## src/rtl/twos_comp_pkg.sv

```systemverilog
// twos_comp_pkg: shared mode encodings, FSM state type and helpers
// for the sequential two's-complement unit (twos_comp_seq).
package twos_comp_pkg;

    localparam logic [1:0] MODE_PASS = 2'b00;
    localparam logic [1:0] MODE_NEG  = 2'b01;
    localparam logic [1:0] MODE_ABS  = 2'b10;

    typedef enum logic [1:0] {
        ST_IDLE,
        ST_RUN,
        ST_DONE
    } state_t;

    // Negate, or absolute value of a negative operand, both become
    // "invert every bit and add one".
    function automatic logic is_invert(logic [1:0] mode, logic sign);
        return (mode == MODE_NEG) || ((mode == MODE_ABS) && sign);
    endfunction

endpackage

```

## src/rtl/twos_slice_rca.sv

```systemverilog
// twos_slice_rca: SLICE-bit ripple-carry adder.
// Ports: a, b (addends), cin (carry in) -> s (sum), cout (carry out).
module twos_slice_rca #(
    parameter int SLICE = 4
) (
    input  logic [SLICE-1:0] a,
    input  logic [SLICE-1:0] b,
    input  logic             cin,
    output logic [SLICE-1:0] s,
    output logic             cout
);

    logic [SLICE:0] c;

    always_comb begin
        c    = '0;
        s    = '0;
        c[0] = cin;
        for (int i = 0; i < SLICE; i++) begin
            s[i]   = a[i] ^ b[i] ^ c[i];
            c[i+1] = (a[i] & b[i]) | (c[i] & (a[i] ^ b[i]));
        end
    end

    assign cout = c[SLICE];

endmodule

```

## src/rtl/twos_comp_seq.sv

```systemverilog
// twos_comp_seq: pass / negate / abs of a WIDTH-bit two's-complement
// operand, SLICE bits per clock, LSB slice first.
// Ports: clk, rst (sync, active-high); in_valid/in_ready/in_data/in_mode
// operand handshake; out_valid/out_ready/out_data/out_ovf result.
// Macro TWOS_COMP_SAT_EN: saturate an overflowing result to 0111..1.
module twos_comp_seq
    import twos_comp_pkg::*;
#(
    parameter int WIDTH = 16,
    parameter int SLICE = 4
) (
    input  logic             clk,
    input  logic             rst,
    input  logic             in_valid,
    output logic             in_ready,
    input  logic [WIDTH-1:0] in_data,
    input  logic [1:0]       in_mode,
    output logic             out_valid,
    input  logic             out_ready,
    output logic [WIDTH-1:0] out_data,
    output logic             out_ovf
);

    localparam int NSL = WIDTH / SLICE;
    localparam int IW  = (NSL > 1) ? $clog2(NSL) : 1;
    localparam logic [IW-1:0] LAST_IDX = IW'(NSL - 1);
    localparam logic [WIDTH-1:0] MIN_VAL =
        {1'b1, {(WIDTH-1){1'b0}}};

`ifdef TWOS_COMP_SAT_EN
    localparam logic [WIDTH-1:0] OVF_VAL =
        {1'b0, {(WIDTH-1){1'b1}}};
`else
    localparam logic [WIDTH-1:0] OVF_VAL = MIN_VAL;
`endif

    state_t           state;
    state_t           state_nxt;
    logic [WIDTH-1:0] opnd;
    logic [WIDTH-1:0] acc;
    logic [WIDTH-1:0] acc_nxt;
    logic [IW-1:0]    idx;
    logic             invert;
    logic             carry;
    logic             ovf_q;
    logic             inv_in;
    logic             accept;
    logic             last;
    logic [SLICE-1:0] sl_a;
    logic [SLICE-1:0] sl_s;
    logic             sl_cout;

    always_ff @(posedge clk) begin
        if (rst) begin
            state <= ST_IDLE;
        end else begin
            state <= state_nxt;
        end
    end

    always_comb begin
        state_nxt = state;
        in_ready  = 1'b0;
        out_valid = 1'b0;
        unique case (state)
            ST_IDLE: begin
                in_ready = 1'b1;
                if (in_valid) begin
                    state_nxt = ST_RUN;
                end
            end
            ST_RUN: begin
                if (idx == LAST_IDX) begin
                    state_nxt = ST_DONE;
                end
            end
            ST_DONE: begin
                out_valid = 1'b1;
                if (out_ready) begin
                    state_nxt = ST_IDLE;
                end
            end
            default: state_nxt = ST_IDLE;
        endcase
    end

    assign inv_in = is_invert(in_mode, in_data[WIDTH-1]);
    assign accept = in_valid & in_ready;
    assign last   = (state == ST_RUN) && (idx == LAST_IDX);

    // The operand shifts right so the current slice is always at the
    // bottom; results enter the accumulator from the top.
    assign sl_a    = opnd[SLICE-1:0] ^ {SLICE{invert}};
    assign acc_nxt = WIDTH'({sl_s, acc} >> SLICE);

    twos_slice_rca #(
        .SLICE (SLICE)
    ) u_rca (
        .a    (sl_a),
        .b    ('0),
        .cin  (carry),
        .s    (sl_s),
        .cout (sl_cout)
    );

    always_ff @(posedge clk) begin
        if (rst) begin
            opnd     <= '0;
            acc      <= '0;
            idx      <= '0;
            invert   <= 1'b0;
            carry    <= 1'b0;
            ovf_q    <= 1'b0;
            out_data <= '0;
            out_ovf  <= 1'b0;
        end else if (accept) begin
            opnd   <= in_data;
            invert <= inv_in;
            carry  <= inv_in;
            idx    <= '0;
            ovf_q  <= inv_in && (in_data == MIN_VAL);
        end else if (state == ST_RUN) begin
            opnd  <= opnd >> SLICE;
            acc   <= acc_nxt;
            carry <= sl_cout;
            idx   <= idx + 1'b1;
            // Results only move to the outputs on completion, so they
            // stay steady while the next operand is being worked on.
            if (last) begin
                out_data <= ovf_q ? OVF_VAL : acc_nxt;
                out_ovf  <= ovf_q;
            end
        end
    end

endmodule
```

## config.mk

```make
export PLATFORM = sky130hd
export DESIGN_NAME = twos_comp_seq
export DESIGN_NICKNAME = d
export VERILOG_FILES = /design/src/rtl/twos_comp_pkg.sv /design/src/rtl/twos_slice_rca.sv /design/src/rtl/twos_comp_seq.sv
export SDC_FILE = /design/constraint.sdc
export NUM_CORES = 1
export LEC_CHECK = 0
export CORE_MARGIN = 1
export CORE_UTILIZATION = 35
export CTS_BUF_LIST = sky130_fd_sc_hd__clkbuf_16
export CTS_CLUSTER_SIZE = 25
export DETAILED_ROUTE_END_ITERATION = 10
export PLACE_DENSITY_LB_ADDON = 0.2
export SLEW_MARGIN = 20
export SYNTH_ARGS = -nofsm -noshare
export SYNTH_HDL_FRONTEND = slang
export SYNTH_SLANG_ARGS = --single-unit
```

## constraint.sdc

```tcl
create_clock -name clk -period 1.8 [get_ports clk]
set_input_delay 0.36 -clock clk [delete_from_list [all_inputs] [get_ports clk]]
set_output_delay 0.36 -clock clk [all_outputs]
set_load 0.005 [all_outputs]
```

**Yosys cells after proc, flatten, opt, wreduce, memory -nomap -nowiden**

Cells that the tools add are included.

- Bitwise operators: 11
- Equal/unequal tests: 9
- Add/sub/neg operators: 1
- Reduce and logical (&&, ||, !) cells: 10
- Multiplexer cells: 11

Operators with widths:

| kind | number |
|---|---|
| 16-bit two-way mux | 3 |
| 16-bit == test (second input constant) | 1 |
| 2-bit == test (second input constant) | 3 |
| 2-bit two-way mux | 3 |
| 2-bit one-hot mux with 3 select lines | 1 |
| 3-bit AND reduction | 2 |
| 1-bit bitwise AND | 5 |
| 2-bit by 1-bit == test with 1-bit output (second input constant) | 2 |
| 1-bit two-way mux | 4 |
| 2-bit != test (second input constant) | 2 |
| 1-bit XOR | 4 |
| 4-bit XOR | 1 |
| 1-bit logical AND | 3 |
| 2-bit by 1-bit adder with 2-bit output (second input constant) | 1 |
| 2-bit logical NOT | 1 |
| 2-bit by 1-bit != test with 1-bit output (second input constant) | 1 |
| 2-bit AND reduction | 1 |
| 2-bit nonzero test | 1 |
| 2-bit OR reduction | 1 |
| 1-bit logical OR | 1 |
| 1-bit inverter | 1 |

- Logic and storage cells: 51
- Input port bits: 22
- Flip-flop bits (word level): 56
- Output and inout bits: 19

**Longest topological paths before layout**

Gate-level depths: netlist (run 1).

- Depth after elaboration: 7
- Gate-level depth with buffers: 8
- Mapped depth without buffers: 7

**Cells and area by module**

Synthesis (run 1) repeated with hierarchy kept, for this count alone.

- Cells, all modules: 259
- Area total of the unflattened synthesis: 2217.1 sq um

Modules (own cells, without submodules):

| module | seq. area each (sq um) | area each (sq um) | cells an instance | instances |
|---|---|---|---|---|
| twos_comp_seq | 1041.0 | 2099.5 | 245 | 1 |
| twos_slice_rca | 0.0 | 117.6 | 14 | 1 |

**Least setup slack after synthesis (run 1)**

OpenSTA, ideal clock, no wires.

- Path kind: register to register
- Start point: register invert
- End point: register out_data[15]
- Period minus slack after synthesis: 1751 ps
- Setup time: 131 ps
- Arrival time: 1619 ps
- Path buffers: 1
- Data required time: 1669 ps
- Slack: 49 ps
- Cell stages (with the launch flop): 9
- Cell sequence: dfxtp_1 > clkbuf_1 > xor2_1 > ha_1 > ha_1 > ha_1 > ha_1 > nor3_1 > nor3_1

- Cells in the longest elaborated chain, start to end: 6

Ends and longest elaborated chain:

| what | RTL line | RTL |
|---|---|---|
| start, declared | twos_comp_seq.sv:43 | `logic invert;` |
| start signal, assigned | twos_comp_seq.sv:118 | `invert <= inv_in;` |
| 4-bit XOR (*) | twos_comp_seq.sv:93 | `assign sl_a = opnd[SLICE-1:0] ^ {SLICE{invert}};` |
| 1-bit bitwise AND (3 in a row) | twos_slice_rca.sv:21 | `c[i+1] = (a[i] & b[i]) \| (c[i] & (a[i] ^ b[i]));` |
| 1-bit XOR (*) | twos_slice_rca.sv:20 | `s[i] = a[i] ^ b[i] ^ c[i];` |
| via sl_s[3] | twos_comp_seq.sv:50 | `logic [SLICE-1:0] sl_s;` |
| 16-bit two-way mux (*) | twos_comp_seq.sv:130 | `out_data <= ovf_q ? OVF_VAL : acc_nxt;` |
| end signal, assigned | twos_comp_seq.sv:130 |  |
| end, declared | twos_comp_seq.sv:20 | `output logic [WIDTH-1:0] out_data,` |

Mark *: on every way through the listed nets, which the timed path passes. The rest lies on a longest branch.
A chain may end at the register's enable or synchronous reset.

**Worst setup path in the final report (run 1)**

- Start point: register state[1]
- End point: output out_valid

- Cells in the longest elaborated chain, start to end: 2

Ends and longest elaborated chain:

| what | RTL line | RTL |
|---|---|---|
| start, declared | twos_comp_seq.sv:37 | `state_t state;` |
| start signal, assigned | twos_comp_seq.sv:57 | `state <= state_nxt;` |
| 2-bit == test | twos_comp_seq.sv:65 | `unique case (state)` |
| 1-bit two-way mux | twos_comp_seq.sv:65 |  |
| end, declared | twos_comp_seq.sv:18 | `output logic out_valid,` |

No other way between the ends.

==> impl_metrics.csv, run 1 <==
group,metric,value,unit
power_and_ir_drop,internal-power,1970,uW
timing,grt_setup_unrepaired,"false",
grt,grt_max_degree,32,
die,rows,28,
clocking,cts_resized,1,
die,fp.dieH,80.3,microns
clocking,clkTransAtPathRegs,0.07,ns
grt,grt_use_met2,28.6,%
worst_setup_path,end_kind,"output port",
power_and_ir_drop,p_seq_share,47.9,%
drt,vias_per_cell,4.98,
clocking,hold_buffers,0,
run,drv_cap,0,
timing,slew_headroom,63.0,%
final_layout,seqCellArea,0.00104,sq mm
die,ios,41,
clocking,cts_setup_buffers,0,
grt,grt_overflow,0,
timing,setup_viol,0,
grt,grt_pass1_wl,8020,microns
drt,wl,4800,microns
drt,ant_nets,0,
synthesis,ys_types,30,
final_layout,drive_above_1_share,8.68,%
worst_setup_path,cp.arrival,1.36,ns
timing,timing.fmax,0.582,GHz
final_layout,final-instance-count-excl-fill,363,
worst_setup_path,crit_fanout,9,
worst_hold_path,worstHoldPathType,"reg2reg",
final_layout,multiInputGateArea,0.00101,sq mm
place,place_hpwl,3330,microns
power_and_ir_drop,peakVddDrop,0.403,mV
synthesis,postSynthCellCount,248,
synthesis,synth_fp_nets,275,
clocking,htree_levels,2,
power_and_ir_drop,power_frac_clock,41.9,%
synthesis,avgSynthCellArea,8.65,sq um
timing,slew_violations,0,
clocking,cts_tree,"built",
power_and_ir_drop,powerDensity,896,mW/mm^2
timing,fin_crit_sh,95.5,%
synthesis,synth-seq-cells,52,
timing,skew,0.00926,ns
worst_setup_path,cp.required,1.44,ns
clocking,cts_num_sinks,52,
clocking,numCtsBuffers,5,
clocking,clock-root-buffer,"clkbuf_16",
timing,min_period,1.72,ns
grt,met3_usage,3.52,%
grt,grt_use_total,16.3,%
grt,busiest_layer,"met2",
synthesis,yosys_warnings,0,
timing,tns,0,ns
die,core_area,0.00592,sq mm
timing,finalHoldViolCount,0,
worst_setup_path,path_class,"reg2out",
timing,setup_slack,0.0804,ns
grt,grt_pass1_vias,1707,
clocking,insertion_delay,0.29,ns
drt,drt_iter0_drc,96,
die,start_util,36.2,%
final_layout,fill_cells,600,
run_status,run_status,"completed",
clocking,clockBufferDepth,2,
power_and_ir_drop,power.switching,570,uW
grt,grtUsageMet1,19.7,%
place,pre_cts_slack,-0.0780,ns
final_layout,syn2layout_area_growth,32.0,%
die,dieArea,0.00645,sq mm
final_layout,nNetsFinal,314,
final_layout,diodes,0,
worst_setup_path,critPathLaunchType,"flop",
place,port-buffer-count,40,
timing,worst_pin_slew,0.555,ns
grt,antenna_found_initial,0,
power_and_ir_drop,sw_frac_of_total,22.5,%
synthesis,syn_area,0.00215,sq mm
timing,whs,0.450,ns
drt,drc_errors,0,
power_and_ir_drop,p_leak,0.00100,uW
drt,vias,1809,
power_and_ir_drop,p_comb_share,10.2,%
drt,routedWlPerCell,13.2,microns
drt,drt-pass1-iter-count,4,
synthesis,synth.yosys.seq_area_share,48.5,%
die,fp.dieW,80.3,microns
place,placed_cells,355,
place,gp_congestion,0.797,
-- cell usage in the layout, fill, tap and decap left out, drive strengths merged --
cell | synthesis | final
a2111oi | 1 | 1
a21boi | 1 | 1
a21oi | 45 | 45
a22oi | 12 | 12
a31oi | 1 | 1
a32o | 1 | 1
and3b | 1 | 1
and4 | 1 | 1
buf | 11 | 13
bufinv | 0 | 1
clkbuf | 10 | 5
clkdlybuf4s50 | 0 | 40
clkinv | 0 | 2
dfxtp | 52 | 52
ha | 5 | 5
inv | 1 | 1
mux2i | 2 | 2
nand2 | 57 | 57
nand2b | 3 | 3
nand3 | 4 | 4
nand3b | 17 | 17
nor2 | 3 | 3
nor2b | 2 | 2
nor3 | 4 | 4
nor3b | 2 | 2
nor4 | 2 | 2
o21a | 2 | 2
o21bai | 1 | 1
or3b | 1 | 1
or4 | 1 | 1
xnor2 | 1 | 1
xor2 | 4 | 4
-- Yosys cell counts --
cell / n / share of area [%]
nand3_1: 4 / 0.93
a31oi_1: 1 / 0.29
mux2i_1: 2 / 0.93
xnor2_1: 1 / 0.41
nor3_1: 4 / 0.93
nor3b_1: 2 / 0.70
nand2b_1: 3 / 0.87
xor2_1: 4 / 1.6
o21bai_1: 1 / 0.35
and4_1: 1 / 0.41
nor4_1: 2 / 0.58
o21a_1: 2 / 0.70
nor2b_1: 2 / 0.58
or3b_1: 1 / 0.41
or4_4: 1 / 0.52
nand3b_1: 17 / 5.9
nor2_1: 3 / 0.52
dfxtp_1: 52 / 49
a22oi_1: 12 / 4.2
buf_4: 1 / 0.35
clkbuf_1: 10 / 1.7
ha_1: 5 / 2.9
a2111oi_4: 1 / 1.3
a21oi_1: 45 / 10
buf_2: 10 / 2.3
a21boi_1: 1 / 0.35
and3b_1: 1 / 0.41
a32o_2: 1 / 0.52
nand2_1: 57 / 10
inv_1: 1 / 0.17
-- power by group through the flow --
stage / Sequential (uW) / Combinational, uW / Clock, uW
after global routing: 1220 / 288 / 1120
after detailed placement: 1240 / 260 / 0
after CTS: 1220 / 262 / 1080
final: 1220 / 260 / 1060
after floorplan: 1230 / 153 / 0
after global placement: 1240 / 258 / 0
-- registers in the layout, summed over array words and instances (netlist names) --
| register | count |
|---|---|
| carry | 1 |
| ovf_q | 1 |
| state | 2 |
| out_data | 16 |
| invert | 1 |
| out_ovf | 1 |
| acc | 12 |
| opnd | 16 |
| idx | 2 |
-- area by class of cell --
| class | instances | share of cell area (%) |
|---|---|---|
| Clock buffer | 5 | 4.42 |
| Sequential cell | 52 | 36.9 |
| Inverter | 1 | 0.133 |
| Timing Repair Buffer | 53 | 18.0 |
| Clock inverter | 3 | 1.50 |
| Multi-Input combinational cell | 174 | 35.7 |
| Tap cell | 75 | 3.31 |
-- path summary, 6_finish.rpt --
path / endpoint / start / slack (ns) / cells after the start
setup / recovery: out_valid / state[1] / 0.08 / 2
hold / removal: out_data[8] / out_data[8] / 0.45 / 2
setup reg to reg: out_data[15] / invert / 0.13 / 7
hold reg to reg: out_data[8] / out_data[8] / 0.45 / 2
-- critical path, stage by stage (launching register included) --
cell	delay, ns
dfxtp_4	0.39
nor2b_1	0.17
clkdlybuf4s50_1	0.51
-- kinds of logic (layout without fill, tap and decap cells) --
family | Yosys count | after routing | synth area share, %
XOR/XNOR | 5 | 5 | 2.04
buffers and inverters | 22 | 62 | 4.61
flip-flops | 52 | 52 | 48.5
multiplexers | 2 | 2 | 0.933
AND/OR/NAND/NOR | 98 | 98 | 22.8
adder cells (fa/ha/maj) | 5 | 5 | 2.92
AO/OA/AOI/OAI | 64 | 64 | 18.2
-- metal layers --
layer,share of wire [%],vias to the layer above
li1,-,929
met1,46,819
met2,48,59
met3,5.0,2
met4,0.69,0
met5,0,-
-- metrics by stage --
stage | cell area (sq um) | util [%] | power [uW]
floorplan | 2150 | - | 1390
global placement | 2660 | 44.9 | 1500
detailed placement | 2660 | 44.9 | 1500
CTS | 2830 | 47.8 | 2560
global route | 2830 | 47.8 | 2630
finish | 2830 | 47.8 | 2540
Note: power is estimated with default switching activity, not from simulation.
==> run 2, diff against run 1 <==
--- a/config.mk
+++ b/config.mk
@@ -10,7 +10,7 @@
 export CTS_BUF_LIST = sky130_fd_sc_hd__clkbuf_16
 export CTS_CLUSTER_SIZE = 25
 export DETAILED_ROUTE_END_ITERATION = 10
-export PLACE_DENSITY_LB_ADDON = 0.2
+export PLACE_DENSITY_LB_ADDON = 0.12
 export SLEW_MARGIN = 20
 export SYNTH_ARGS = -nofsm -noshare
 export SYNTH_HDL_FRONTEND = slang
==> impl_metrics.csv, run 2 (synthesized netlist as in run 1, its figures left out) <==
group,metric,value,unit
run_status,run_status,"completed",
drt,drt-pass1-iter-count,4,
power_and_ir_drop,power_frac_clock,41.3,%
drt,vias,1802,
worst_setup_path,end_kind,"output port",
timing,slew_violations,0,
worst_setup_path,path_class,"reg2out",
drt,wl,4820,microns
clocking,clock-root-buffer,"clkbuf_16",
worst_setup_path,crit_start,"state[1]",
timing,whs,0.450,ns
grt,grt_overflow,0,
final_layout,fill_cells,605,
grt,grt_pass1_vias,1704,
worst_setup_path,endpoint,"out_valid",
die,fp.dieH,80.3,microns
final_layout,multiInputGateArea,0.00102,sq mm
grt,grt_use_total,16.7,%
die,dieArea,0.00645,sq mm
place,port-buffer-count,40,
clocking,clkTransAtPathRegs,0.07,ns
final_layout,final_cell_mix,"nand2_1 (57), dfxtp_1 (51), a21oi_1 (45), clkdlybuf4s50_1 (40), nand3b_1 (17)",
final_layout,drive_above_1_share,9.06,%
drt,ant_nets,0,
die,rows,28,
timing,timing.fmax,0.582,GHz
power_and_ir_drop,p_seq_share,48.0,%
timing,min_period,1.72,ns
clocking,cts_num_sinks,52,
clocking,clockBufferDepth,2,
worst_hold_path,min_from,"out_data[7]",
drt,vias_per_cell,4.98,
final_layout,syn2layout_area_growth,32.8,%
drt,drt_iter0_drc,42,
timing,tns,0,ns
final_layout,utilization,48.1,%
power_and_ir_drop,peakVddDrop,0.381,mV
die,ios,41,
place,gp_congestion,0.745,
drt,routedWlPerCell,13.3,microns
worst_setup_path,critPathLaunchType,"flop",
die,core_area,0.00592,sq mm
place,placed_cells,354,
clocking,hold_buffers,0,
clocking,insertion_delay,0.29,ns
place,place_hpwl,3290,microns
power_and_ir_drop,powerDensity,890,mW/mm^2
grt,antenna_found_initial,0,
timing,fin_crit_sh,95.4,%
timing,finalHoldViolCount,0,
final_layout,nNetsFinal,313,
run,drv_cap,0,
worst_setup_path,crit_fanout,9,
worst_setup_path,rrSetupSlack,0.14,ns
worst_setup_path,r2r-end,"out_data[15]",
die,start_util,36.2,%
timing,skew,0.00357,ns
timing,grt_setup_unrepaired,"false",
power_and_ir_drop,power.switching,566,uW
timing,worst_pin_slew,0.550,ns
power_and_ir_drop,internal-power,1970,uW
clocking,htree_levels,2,
worst_setup_path,r2r_start,"invert",
worst_hold_path,worstHoldPathType,"reg2reg",
final_layout,top_regs,"opnd (16), out_data (16), acc (12)",
timing,slew_headroom,63.3,%
clocking,cts_setup_buffers,0,
worst_setup_path,reg2regPathDepth,7,
worst_setup_path,cp.arrival,1.36,ns
die,fp.dieW,80.3,microns
final_layout,diodes,0,
final_layout,seqCellArea,0.00104,sq mm
drt,drc_errors,0,
timing,setup_viol,0,
power_and_ir_drop,sw_frac_of_total,22.3,%
clocking,numCtsBuffers,5,
clocking,cts_tree,"built",
worst_setup_path,cp.required,1.44,ns
grt,grt_max_degree,31,
power_and_ir_drop,p_comb_share,10.6,%
final_layout,final_common_cell,"nand2_1",
final_layout,final-instance-count-excl-fill,362,
power_and_ir_drop,p_leak,0.00101,uW
grt,grt_pass1_wl,8180,microns
run 2: cell types whose count changed in the layout (fill, tap and decap cells not counted):
cell      before  now
buf_12         1    3
buf_4         12    9
clkinv_1       1    0
clkinv_2       0    1
clkinv_4       1    0
dfxtp_2        0    1
dfxtp_4        1    0
inv_1          1    2
nor2b_1        2    1
nor2b_2        0    1
nor3_1         4    3
nor3_2         0    1
run 2: power groups by stage:
stage               Sequential, uW  Clock, uW  Combinational [uW]
floorplan                     1230          0                 153
detailed placement            1240          0                 269
finish                        1220       1050                 270
CTS                           1220       1070                 272
global placement              1240          0                 268
global route                  1220       1120                 298
run 2: worst min-delay path by stage:
stage / end / slack, ns / cells after the start
finish: out_data[7] / 0.45 / 2
detailed placement: out_data[6] / 0.45 / 2
global route: acc[5] / 0.47 / 2
CTS: out_data[7] / 0.45 / 2
floorplan: acc[4] / 0.44 / 2
global placement: out_data[11] / 0.44 / 2
run 2: final cells by class:
cell class                      count  area share [%]
Tap cell                           75            3.29
Inverter                            1           0.132
Timing Repair Buffer               52            18.5
Multi-Input combinational cell    174            35.7
Sequential cell                    52            36.6
Clock buffer                        5            4.39
Clock inverter                      3            1.36
run 2: worst max-delay path: stages (launching register included):
cell             delay [ns]
dfxtp_2                0.39
nor2b_2                0.17
clkdlybuf4s50_1        0.51
run 2: per-layer routing:
layer	vias to the layer above	GRT usage (%)	wire length, microns	share of wire (%)
met1	826	20.2	2220	46
li1	930	-	-	-
met5	-	0	0	0
met4	0	5.89	72	1.5
met3	6	3.30	183	3.8
met2	40	29.1	2350	49
run 2: through the flow:
step / power, uW / instance area (sq um) / setup WS [ns]
floorplan: 1390 / 2150 / 0.0495
global placement: 1510 / 2680 / -0.0591
detailed placement: 1510 / 2680 / -0.0829
CTS: 2560 / 2840 / 0.0541
global route: 2640 / 2850 / 0.0116
finish: 2540 / 2850 / 0.0828
run 2: timing repair:
item	CTS	global route
resized for setup	1	2
pin swaps	0	0
endpoints found under the setup margin	1	2
==> run 3, diff against run 2 <==
--- a/config.mk
+++ b/config.mk
@@ -5,7 +5,8 @@
 export SDC_FILE = /design/constraint.sdc
 export NUM_CORES = 1
 export LEC_CHECK = 0
-export CORE_MARGIN = 1
+export ABC_AREA = 1
+export CORE_MARGIN = 1.5
 export CORE_UTILIZATION = 35
 export CTS_BUF_LIST = sky130_fd_sc_hd__clkbuf_16
 export CTS_CLUSTER_SIZE = 25
==> impl_metrics.csv, run 3 <==
group,metric,value,unit
run_status,run_status,"completed",
timing,worst_pin_slew,0.338,ns
synthesis,postSynth.asyncResetShare,0,%
synthesis,ys_types,18,
drt,ant_nets,0,
worst_setup_path,crit_fanout,4,
die,core_area,0.00585,sq mm
grt,grt_max_degree,27,
synthesis,synthTopCellsByArea,"dfxtp_1 (50%), nand2_1 (16%), a21oi_1 (8.3%)",
synthesis,yosys_warnings,0,
synthesis,netlist_top_cells_count,"nand2_1 (91), dfxtp_1 (52), a21oi_1 (35)",
worst_setup_path,crit_path_cell_trace,"inv_1 -> nor2_2 -> clkdlybuf4s50_1",
final_layout,nNetsFinal,349,
clocking,cts_num_sinks,52,
timing,min_period,1.73,ns
worst_hold_path,worstHoldPathType,"reg2reg",
final_layout,drive_above_1_share,7.74,%
place,place_hpwl,3390,microns
clocking,clockBufferDepth,2,
worst_setup_path,crit_slowest_cell,"clkdlybuf4s50_1",
drt,vias_per_cell,4.72,
drt,vias,1880,
synthesis,synth_enable_flop_cells,0,
die,start_util,35.9,%
drt,drc_errors,0,
worst_setup_path,cp_num_buf_inv,2,
timing,slew_violations,0,
clocking,clock-root-buffer,"clkbuf_16",
synthesis,synth.top_cell.area_share,49.6,%
final_layout,syn2layout_area_growth,31.4,%
final_layout,fin_area,0.00276,sq mm
power_and_ir_drop,peakVddDrop,0.491,mV
timing,grt_setup_unrepaired,"false",
timing,timing.fmax,0.579,GHz
final_layout,top_regs,"opnd (16), out_data (16), acc (12)",
timing,skew,0.00609,ns
drt,wl,4660,microns
run,drv_cap,0,
clocking,cts_tree,"built",
worst_setup_path,critPathMaxStageDelay,0.51,ns
worst_setup_path,path_class,"reg2out",
place,placed_area,0.00261,sq mm
power_and_ir_drop,powerDensity,869,mW/mm^2
die,fp.dieH,80.4,microns
synthesis,yosysMostFrequentCell,"nand2_1",
timing,finalHoldViolCount,0,
final_layout,diodes,0,
clocking,numCtsBuffers,5,
synthesis,synth_fp_nets,305,
clocking,htree_levels,2,
grt,grt_pass1_wl,7860,microns
synthesis,yosysTopAreaCell,"dfxtp_1",
synthesis,synth.yosys.seq_area_share,49.6,%
synthesis,avgSynthCellArea,7.55,sq um
die,rows,28,
clocking,insertion_delay,0.29,ns
final_layout,final_cell_mix,"nand2_1 (91), dfxtp_1 (51), clkdlybuf4s50_1 (40), a21oi_1 (35), nor2_1 (16)",
die,dieArea,0.00647,sq mm
power_and_ir_drop,total_power,2400,uW
final_layout,utilization,47.1,%
grt,grt_pass1_vias,1710,
worst_setup_path,path_delay_family,"buffers and inverters",
synthesis,syn_area,0.00210,sq mm
place,port-buffer-count,40,
final_layout,final_common_cell,"nand2_1",
grt,grt_overflow,0,
synthesis,synth-seq-cells,52,
die,fp.dieW,80.4,microns
clocking,cts_setup_buffers,0,
timing,slew_headroom,77.4,%
power_and_ir_drop,p_leak,0.00106,uW
timing,setup_viol,0,
grt,antenna_found_initial,0,
drt,routedWlPerCell,11.7,microns
worst_setup_path,critPathLaunchType,"flop",
synthesis,synth_top_flop_cell,"dfxtp_1",
timing,fin_crit_sh,95.9,%
synthesis,postSynthCellCount,278,
die,ios,41,
grt,grt_use_total,15.5,%
drt,drt-pass1-iter-count,4,
place,gp_congestion,0.767,
clocking,clkTransAtPathRegs,0.06,ns
drt,drt_iter0_drc,89,
worst_setup_path,cp.arrival,1.37,ns
worst_setup_path,end_kind,"output port",
clocking,hold_buffers,0,
worst_setup_path,cp.required,1.44,ns
timing,tns,0,ns
[run 3: cell count changes in the layout (fill, tap and decap cells not counted), sizes merged, moves of 4 or more]
cell,previous run,this run
nand3,4,14
inv,2,16
nand2,57,92
nor3,4,0
a21oi,45,35
a31oi,1,12
nor2,3,20
nand3b,17,0
o21ai,0,12
a22oi,12,0
[run 3: worst reg2reg max path: cells and delay by family (launching register included)]
family	cells	cell delay [ns]
adders and majority gates	4	0.83
xor gates and xnor gates	1	0.16
AOI/OAI and AO/OA	2	0.22
DFF	1	0.32
[run 3: area by class of cell]
| class | count | area [sq um] |
|---|---|---|
| fill | 599 | 3090 |
| timing repair buffer | 51 | 483 |
| clock inverter | 3 | 13.8 |
| tap | 75 | 93.8 |
| inverter | 16 | 60.1 |
| clock buffer | 5 | 125 |
| multi-input combinational | 196 | 940 |
| sequential | 52 | 1040 |
[run 3: kinds of logic (layout without fill, tap and decap cells)]
| family | Yosys count | after routing | share of synthesized area (%) |
|---|---|---|---|
| buf+inv | 30 | 75 | 5.84 |
| xor+xnor | 5 | 5 | 2.09 |
| simple gates | 126 | 126 | 24.2 |
| fa+ha+maj | 5 | 5 | 2.98 |
| compound gates | 60 | 60 | 15.3 |
| flops | 52 | 52 | 49.6 |
[run 3: power breakdown]
| part | leakage, uW | total (uW) | internal (uW) | switching, uW |
|---|---|---|---|---|
| clock | 0.0000710 | 906 | 506 | 400 |
| sequential | 0.000424 | 1230 | 1200 | 30.0 |
| combinational | 0.000562 | 262 | 119 | 142 |
| total | 0.00106 | 2400 | 1830 | 573 |
[run 3: final timing paths]
kind | cells past startpoint | slack [ns] | startpoint | end
worst max-delay path | 3 | 0.07 | state[1] | out_valid
worst min-delay path | 2 | 0.46 | out_data[5] | out_data[5]
worst max register to register | 7 | 0.17 | opnd[0] | acc[15]
worst min register to register | 2 | 0.46 | out_data[5] | out_data[5]
[run 3: metrics by stage]
stage	hold slack (ns)	setup slack (ns)	cells
3_3_place_gp	0.450	0.215	390
4_1_cts	0.466	0.00473	398
5_1_grt	0.478	0.0133	398
2_1_floorplan	0.439	0.0823	278
3_5_place_dp	0.456	0.179	390
6_report	0.462	0.0736	398
[run 3: metal layers]
metal  vias up  global-route usage (%)  share of wire (%)
met4         0                    4.14               0.77
met5         -                       0                  0
met2        37                    25.9                 46
met1       843                    20.1                 50
met3         3                    3.30                3.5
li1        997                       -                  -
[run 3: repair_timing]
item,4_1_cts,5_1_grt
resized for setup,1,2
setup endpoints to repair,1,2
hold endpoints to repair,0,0
